<file path="src/rtl/slt_iter_compare_unit_if.sv">
// Handshake and operand bundle for the iterative set-on-less-than / compare unit.
// The master issues start/op/a/b; the slave answers with busy/done/result.
interface slt_iter_compare_unit_if #(
  parameter int WIDTH = 32
);
  logic             start;
  logic [1:0]       op;
  logic [WIDTH-1:0] a;
  logic [WIDTH-1:0] b;
  logic             busy;
  logic             done;
  logic [WIDTH-1:0] result;

  modport master (
    output start,
    output op,
    output a,
    output b,
    input  busy,
    input  done,
    input  result
  );

  modport slave (
    input  start,
    input  op,
    input  a,
    input  b,
    output busy,
    output done,
    output result
  );
endinterface

</file>
<file path="src/rtl/slt_iter_compare_unit.sv">
// Multi-cycle SLT/SLTU/SEQ/SNE unit comparing CHUNK bits per cycle, MSB chunk first.
// Define SLT_EARLY_EXIT_EN to stop at the first differing chunk instead of walking all chunks.
module slt_iter_compare_unit #(
  parameter int WIDTH = 32,
  parameter int CHUNK = 8
) (
  input  logic                  clk,
  input  logic                  rst,
  slt_iter_compare_unit_if.slave cmp
);

  localparam int NCHUNK = WIDTH / CHUNK;
  localparam int CW     = (NCHUNK > 1) ? $clog2(NCHUNK) : 1;
  localparam logic [CW-1:0]    LAST_IDX  = CW'(NCHUNK - 1);
  localparam logic [WIDTH-1:0] SIGN_MASK = {1'b1, {(WIDTH-1){1'b0}}};

  localparam logic [1:0] OP_SLT  = 2'b00;
  localparam logic [1:0] OP_SLTU = 2'b01;
  localparam logic [1:0] OP_SEQ  = 2'b10;
  localparam logic [1:0] OP_SNE  = 2'b11;

  typedef enum logic [1:0] {
    IDLE = 2'b00,
    RUN  = 2'b01,
    DONE = 2'b10
  } stateT;

  stateT            stateReg, stateNext;
  logic [WIDTH-1:0] aReg, aNext;
  logic [WIDTH-1:0] bReg, bNext;
  logic [1:0]       opReg, opNext;
  logic [CW-1:0]    cntReg, cntNext;
  logic             flagReg, flagNext;
`ifndef SLT_EARLY_EXIT_EN
  logic             hitReg, hitNext;
  logic             hitFlagReg, hitFlagNext;
`endif

  // Operands split into chunk lanes; lane NCHUNK-1 holds the MSBs.
  logic [CHUNK-1:0] aChunk [NCHUNK];
  logic [CHUNK-1:0] bChunk [NCHUNK];

  for (genvar gi = 0; gi < NCHUNK; gi++) begin : gChunk
    assign aChunk[gi] = aReg[gi*CHUNK +: CHUNK];
    assign bChunk[gi] = bReg[gi*CHUNK +: CHUNK];
  end

  logic [CW-1:0]    chunkSel;
  logic [CHUNK-1:0] curA;
  logic [CHUNK-1:0] curB;
  logic             chunkDiffer;
  logic             chunkLess;
  logic             diffFlag;
  logic             eqFlag;
  logic             lastChunk;

  assign chunkSel    = LAST_IDX - cntReg;
  assign curA        = aChunk[chunkSel];
  assign curB        = bChunk[chunkSel];
  assign chunkDiffer = (curA != curB);
  assign chunkLess   = (curA < curB);
  assign lastChunk   = (cntReg == LAST_IDX);
  assign eqFlag      = (opReg == OP_SEQ);

  // Flag value once a difference is known; SLT operands are already offset-binary.
  always_comb begin
    diffFlag = 1'b0;
    case (opReg)
      OP_SLT, OP_SLTU: diffFlag = chunkLess;
      OP_SEQ:          diffFlag = 1'b0;
      OP_SNE:          diffFlag = 1'b1;
      default:         diffFlag = 1'b0;
    endcase
  end

  always_ff @(posedge clk) begin
    if (rst) begin
      stateReg   <= IDLE;
      aReg       <= '0;
      bReg       <= '0;
      opReg      <= '0;
      cntReg     <= '0;
      flagReg    <= 1'b0;
`ifndef SLT_EARLY_EXIT_EN
      hitReg     <= 1'b0;
      hitFlagReg <= 1'b0;
`endif
    end else begin
      stateReg   <= stateNext;
      aReg       <= aNext;
      bReg       <= bNext;
      opReg      <= opNext;
      cntReg     <= cntNext;
      flagReg    <= flagNext;
`ifndef SLT_EARLY_EXIT_EN
      hitReg     <= hitNext;
      hitFlagReg <= hitFlagNext;
`endif
    end
  end

  always_comb begin
    stateNext   = stateReg;
    aNext       = aReg;
    bNext       = bReg;
    opNext      = opReg;
    cntNext     = cntReg;
    flagNext    = flagReg;
`ifndef SLT_EARLY_EXIT_EN
    hitNext     = hitReg;
    hitFlagNext = hitFlagReg;
`endif
    case (stateReg)
      IDLE, DONE: begin
        if (cmp.start) begin
          stateNext = RUN;
          // Flipping the sign bit maps two's complement order onto unsigned order.
          aNext     = (cmp.op == OP_SLT) ? (cmp.a ^ SIGN_MASK) : cmp.a;
          bNext     = (cmp.op == OP_SLT) ? (cmp.b ^ SIGN_MASK) : cmp.b;
          opNext    = cmp.op;
          cntNext   = '0;
`ifndef SLT_EARLY_EXIT_EN
          hitNext     = 1'b0;
          hitFlagNext = 1'b0;
`endif
        end else begin
          stateNext = IDLE;
        end
      end
      RUN: begin
`ifdef SLT_EARLY_EXIT_EN
        if (chunkDiffer) begin
          stateNext = DONE;
          flagNext  = diffFlag;
        end else if (lastChunk) begin
          stateNext = DONE;
          flagNext  = eqFlag;
        end else begin
          cntNext = cntReg + 1'b1;
        end
`else
        // Only the most significant differing chunk decides the outcome.
        if (!hitReg && chunkDiffer) begin
          hitNext     = 1'b1;
          hitFlagNext = diffFlag;
        end
        if (lastChunk) begin
          stateNext = DONE;
          flagNext  = hitReg ? hitFlagReg : (chunkDiffer ? diffFlag : eqFlag);
        end else begin
          cntNext = cntReg + 1'b1;
        end
`endif
      end
      default: begin
        stateNext = IDLE;
      end
    endcase
  end

  assign cmp.busy   = (stateReg == RUN);
  assign cmp.done   = (stateReg == DONE);
  assign cmp.result = WIDTH'(flagReg);

endmodule

</file>
<file path="src/flat_wrapper.sv">
// flat-port wrapper written by rule: the top's interface ports become plain ports
module slt_iter_compare_unit_flat 
#(
  parameter int WIDTH = 32,
  parameter int CHUNK = 8
)
  (clk, rst, cmp_start, cmp_op, cmp_a, cmp_b, cmp_busy, cmp_done, cmp_result);
  slt_iter_compare_unit_if #(.WIDTH(WIDTH)) cmp_i ();
  input  logic clk;
  input  logic rst;
  input wire logic [$bits(cmp_i.start)-1:0] cmp_start;
  input wire logic [$bits(cmp_i.op)-1:0] cmp_op;
  input wire logic [$bits(cmp_i.a)-1:0] cmp_a;
  input wire logic [$bits(cmp_i.b)-1:0] cmp_b;
  output wire logic [$bits(cmp_i.busy)-1:0] cmp_busy;
  output wire logic [$bits(cmp_i.done)-1:0] cmp_done;
  output wire logic [$bits(cmp_i.result)-1:0] cmp_result;
  assign cmp_i.start = cmp_start;
  assign cmp_i.op = cmp_op;
  assign cmp_i.a = cmp_a;
  assign cmp_i.b = cmp_b;
  assign cmp_busy = cmp_i.busy;
  assign cmp_done = cmp_i.done;
  assign cmp_result = cmp_i.result;
  slt_iter_compare_unit #(.WIDTH(WIDTH), .CHUNK(CHUNK)) u_core (.clk(clk), .rst(rst), .cmp(cmp_i));
endmodule
</file>
<file path="config.mk">
export PLATFORM = sky130hd
export DESIGN_NAME = slt_iter_compare_unit_flat
export DESIGN_NICKNAME = d
export VERILOG_FILES = /design/src/rtl/slt_iter_compare_unit_if.sv /design/src/rtl/slt_iter_compare_unit.sv /design/src/flat_wrapper.sv
export SDC_FILE = /design/constraint.sdc
export NUM_CORES = 1
export LEC_CHECK = 0
export CORE_MARGIN = 8
export CORE_UTILIZATION = 47
export DETAILED_ROUTE_END_ITERATION = 8
export GPL_TIMING_DRIVEN = 1
export PLACE_DENSITY = 0.88
export SYNTH_ARGS = -nofsm -noshare
export SYNTH_HDL_FRONTEND = slang
export SYNTH_SLANG_ARGS = --single-unit
</file>
<file path="constraint.sdc">
create_clock -name clk -period 2.8 [get_ports clk]
set_clock_uncertainty 0.05 [all_clocks]
set_input_delay 0.28 -clock clk [delete_from_list [all_inputs] [get_ports clk]]
set_output_delay 0.28 -clock clk [all_outputs]
set_load 0.03 [all_outputs]
</file>
Word-level counts from Yosys, hierarchy flattened --
Cells that the tools add are included.
Cells by class: add/sub/neg operators 2, order comparisons 2, equality and inequality tests 11, multiplexer cells 22, bitwise logic cells 3, reductions and logical operators 12
Operators with widths (number):
- 32-bit 2-to-1 mux | 2
- 8-bit binary-select mux with 2-bit select | 2
- 8-bit 2-to-1 mux | 4
- 2-bit == test, second input constant | 4
- 8-bit less-than comparator | 1
- 8-bit != test | 1
- 2-bit one-hot mux with 2 select lines | 2
- 2-bit logical NOT | 3
- 1-bit 2-to-1 mux | 6
- 2-bit 2-to-1 mux | 3
- 3-bit AND reduction | 2
- 2-bit by 1-bit == test with 1-bit output, second input constant | 2
- 2-bit by 1-bit != test with 1-bit output, second input constant | 2
- 2-bit != test, second input constant | 2
- 1-bit one-hot mux with 2 select lines | 2
- 2-bit AND reduction | 2
- 2-bit OR reduction | 2
- 3-bit greater-or-equal comparator, second input constant | 1
- 2-bit inverter with 3-bit output | 1
- 1-bit one-hot mux with 3 select lines | 1
- 2-bit by 1-bit adder with 2-bit output, second input constant | 1
- 1-bit inverter | 2
- 2-bit nonzero test | 1
- 2-bit subtractor, first input constant | 1
- 2 further kinds | 2
Storage, ports and cells: bits in registers 73, input bits 69, output and inout port bits 34, word-level logic and storage cells 60

Longest topological paths before layout --
word-level depth 9, mapped depth 10, depth with buffers taken out 8

Worst setup path after synthesis --
OpenSTA, ideal clock, no wires.
kind reg2reg, start point register u_core.cntReg[0], end point register u_core.flagReg, library setup time 0.086 ns, arrival 2.469 ns, slack 0.196 ns, stages on the path, launching flop included 10, path buffers 2, clock period less this slack 2.604 ns, cells stage by stage dfxtp_1 buf_2 buf_4 mux4_2 ha_1 nor2b_4 o211ai_2 a21oi_1 or3_1 a211oi_1
Between the ends: word-level cells in the longest chain between the ends 9, elaborated cells on any way between the ends 15, those cells by class 1 x add/sub; 1 x order compare; 2 x eq/ne; 9 x mux; 1 x bitwise; 1 x reduce/logical
Ends and longest elaborated chain:
- from (decl) | line slt_iter_compare_unit.sv:32 | logic [CW-1:0] cntReg, cntNext;
- from (signal assigned) | line slt_iter_compare_unit.sv:93 | cntReg <= cntNext;
- 2-bit subtractor | line slt_iter_compare_unit.sv:57 | assign chunkSel = LAST_IDX - cntReg;
- 2-bit inverter with 3-bit output (not written as such) | line slt_iter_compare_unit.sv:58, slt_iter_compare_unit.sv:59
- 8-bit binary-select mux with 2-bit select (on tied branches) | line slt_iter_compare_unit.sv:58, slt_iter_compare_unit.sv:59
- 8-bit 2-to-1 mux (on tied branches) (2 in series) | line slt_iter_compare_unit.sv:58, slt_iter_compare_unit.sv:59
- 8-bit less-than comparator | line slt_iter_compare_unit.sv:61 | assign chunkLess = (curA < curB);
- 1-bit one-hot mux with 3 select lines | line slt_iter_compare_unit.sv:68 | case (opReg)
- 1-bit 2-to-1 mux (2 in series) | line slt_iter_compare_unit.sv:149 | flagNext = hitReg ? hitFlagReg : (chunkDiffer ? diffFlag : eqFlag);
- to (signal assigned) | line slt_iter_compare_unit.sv:94 | flagReg <= flagNext;
- to (decl) | line slt_iter_compare_unit.sv:33 | logic flagReg, flagNext;
Several ways; a longest one is shown, not always the timed one. The select of a mux whose other input is x is not followed. A chain may end at the register's enable or synchronous reset.

Final worst setup path --
start point register u_core.cntReg[1], end point register u_core.flagReg
Same word-level chain as after synthesis.

==> results.toml <==
[critical_path]
startpoint_type = "flip-flop"
crit_type = "flip-flop to flip-flop"
max_stage_delay_ns = 0.58
cp_max_fo = 6
endpoint_kind = "flip-flop"
worstPathArrival_ns = 2.69
cpMaxStageDelayCell = "mux4_2"
worstPathRequired_ns = 2.95
cp_cell_sequence = "mux4_2, ha_1, nand4_1, nor2_1, xor2_1, a221oi_1, a211oi_1"

[synthesis]
synthTopCellsByArea = "dfxtp_1 (43%), nand2_1 (14%), a21oi_1 (11%)"
synth_most_common_cell = "nand2_1"
synth_top_area_share_pct = 43.0
ys_seq_area_share_pct = 43.0
ys_types = 24
yosysWarnings = 0
async_flop_share_pct = 0
synth_commonest_cells = "nand2_1 (131), a21oi_1 (73), dfxtp_1 (73)"
netlist_area_mm2 = 0.00340
syn_area_per_cell_um2 = 8.38
yosysTopAreaCell = "dfxtp_1"
synthCells = 406
ys.flop_type = "dfxtp_1"
synth_seq_cells = 73
synth_edf_count = 0

[timing]
fmax_mhz = 394
tns_ns = 0
period_needed_ns = 2.54
fin_crit_sh_pct = 90.6
report.final.setup_viol = 0
rsz0062_at_grt = "false"
worst_slew_pin_slew_ns = 0.720
hold_violations = 0
finalMaxSlewViolations = 0
slew_headroom_pct = 52.0

[detailed_routing]
routed_wl_um = 8520
vias = 2881
drc_errors = 0
antenna_left = 0
drt_iter0_drc = 171
wire_per_inst_um = 15.0
vias_per_cell = 5.05
first_pass_iters = 4

[flow_run]
cap_violations = 0

[cells_and_area]
nNetsFinal = 545
multi_input_area_mm2 = 0.00167
antenna_cells = 0
drive_gt1_share_pct = 9.13
fillers = 584
seq_area_mm2 = 0.00146
area_growth_pct = 25.3

[global_route]
grt_pass1_wl_um = 13600
grt_max_degree = 74
antenna_found_initial = 0
grt_overflow_total = 0
grt_pass1_vias = 2898
grtUsageTotal_pct = 17.0

[clock_tree]
clock-sinks = 73
cts_buffer_depth = 2
cts_made_buffers = 9
cts_tree = "yes"
worstSkewPairLatency_ns = 0.35
ctsHoldBuffers = 0
cts_resized = 0
cts_root_buf = "clkbuf_8"
cts_setup_buffers = 0
clk_pin_slew_worst_paths_ns = 0.08
htreeDepth = 3

[power]
p_leak_uw = 0.00165
power_density_mw_per_mm2 = 569
power.total_uw = 2430
peakVddDrop_mv = 0.313

[floorplanning]
io_pins = 103
die_h_um = 101
core_mm2 = 0.00714
start_util_pct = 47.7
dieArea_mm2 = 0.0102
fp.dieW_um = 101
placementRows = 31

[min_path]
hold_class = "flip-flop to flip-flop"

[place]
dp_hpwl_um = 6420
port_buffers = 71
place_congestion = 0.826

[run_status]
outcome = "completed"
state kept, by name (all words and copies together) (netlist names):
register,flops
u_core.cntReg,2
u_core.opReg,2
u_core.flagReg,1
u_core.aReg,32
u_core.bReg,32
u_core.hitFlagReg,1
u_core.hitReg,1
u_core.stateReg,2
area by class of cell:
cell class                 count  share of cell area, %
clock inverter                 4                   1.26
sequential                    73                   34.3
inverter                      10                  0.880
timing repair buffer          79                   18.3
tap                           99                   2.90
multi-input combinational    294                   39.1
clock buffer                  11                   3.32
logic make-up after synthesis:
kind of cell               count (synthesis)  share of synthesized area (%)
adders and majority gates                  9                           3.31
other                                      1                          0.110
xor gates and xnor gates                   3                          0.772
AOI/OAI and AO/OA                         82                           12.9
DFF                                       73                           43.0
and+or+nand+nor                          153                           17.8
muxes                                     16                           10.6
buffers and inverters                     69                           11.6
cells in the final DEF, fill, tap and decap left out:
cell,instances
a21oi_1,73
xnor2_1,2
nand2b_2,1
clkbuf_1,1
inv_1,10
dfxtp_1,73
nand4_1,2
nand2_1,131
buf_2,1
buf_4,7
nor2b_1,1
o21ai_0,1
buf_12,1
mux4_2,16
or3_1,1
o211ai_2,1
xor2_1,1
nand2b_1,1
clkinv_4,1
ha_1,9
nor2b_4,2
nor3_1,2
a211oi_1,5
clkdlybuf4s50_1,70
conb_1,31
clkinvlp_4,2
a221oi_1,1
bufinv_16,1
clkbuf_8,10
nor2_1,12
a2bb2oi_1,1
routing by layer:
metal / track usage [%] / part of all wire, % / vias up
met5: 0 / 0 / -
met4: 8.59 / 2.8 / 0
met3: 4.97 / 8.0 / 24
met2: 28.9 / 50 / 109
met1: 18.9 / 39 / 1345
li1: - / - / 1403
power breakdown:
group / internal, µW / switching (µW) / leakage [µW] / total, µW
logic: 216 / 252 / 0.000958 / 468
clock network: 432 / 379 / 0.0000916 / 811
registers: 1100 / 42.7 / 0.000599 / 1150
total: 1750 / 674 / 0.00165 / 2430
through the flow:
stage / worst slack [ns] / instance area [µm²] / utilization [%] / hold slack [ns] / cells
floorplan: 0.196 / 3510 / - / 0.366 / 436
finish: 0.263 / 4260 / 59.7 / 0.403 / 570
global route: 0.0975 / 4260 / 59.7 / 0.416 / 570
global placement: 0.421 / 4070 / 57.0 / 0.391 / 555
CTS: 0.290 / 4260 / 59.7 / 0.404 / 570
detailed placement: 0.316 / 4070 / 57.0 / 0.394 / 555
critical path, delay by kind of cell (launching register included):
family	cells	cell delay, ns
simple gates	2	0.36
flops	1	0.52
mux	1	0.58
fa+ha+maj	1	0.34
xor+xnor	1	0.11
compound gates	2	0.42
path summary, 6_finish.rpt:
kind | from | end | slack [ns] | cells after the start
worst max register to register | u_core.cntReg[1] | u_core.flagReg | 0.26 | 7
worst max-delay path | u_core.cntReg[1] | u_core.flagReg | 0.26 | 7
worst min register to register | u_core.bReg[10] | u_core.bReg[10] | 0.40 | 2
worst min-delay path | u_core.bReg[10] | u_core.bReg[10] | 0.40 | 2
Note: power is estimated with default switching activity, not from simulation.
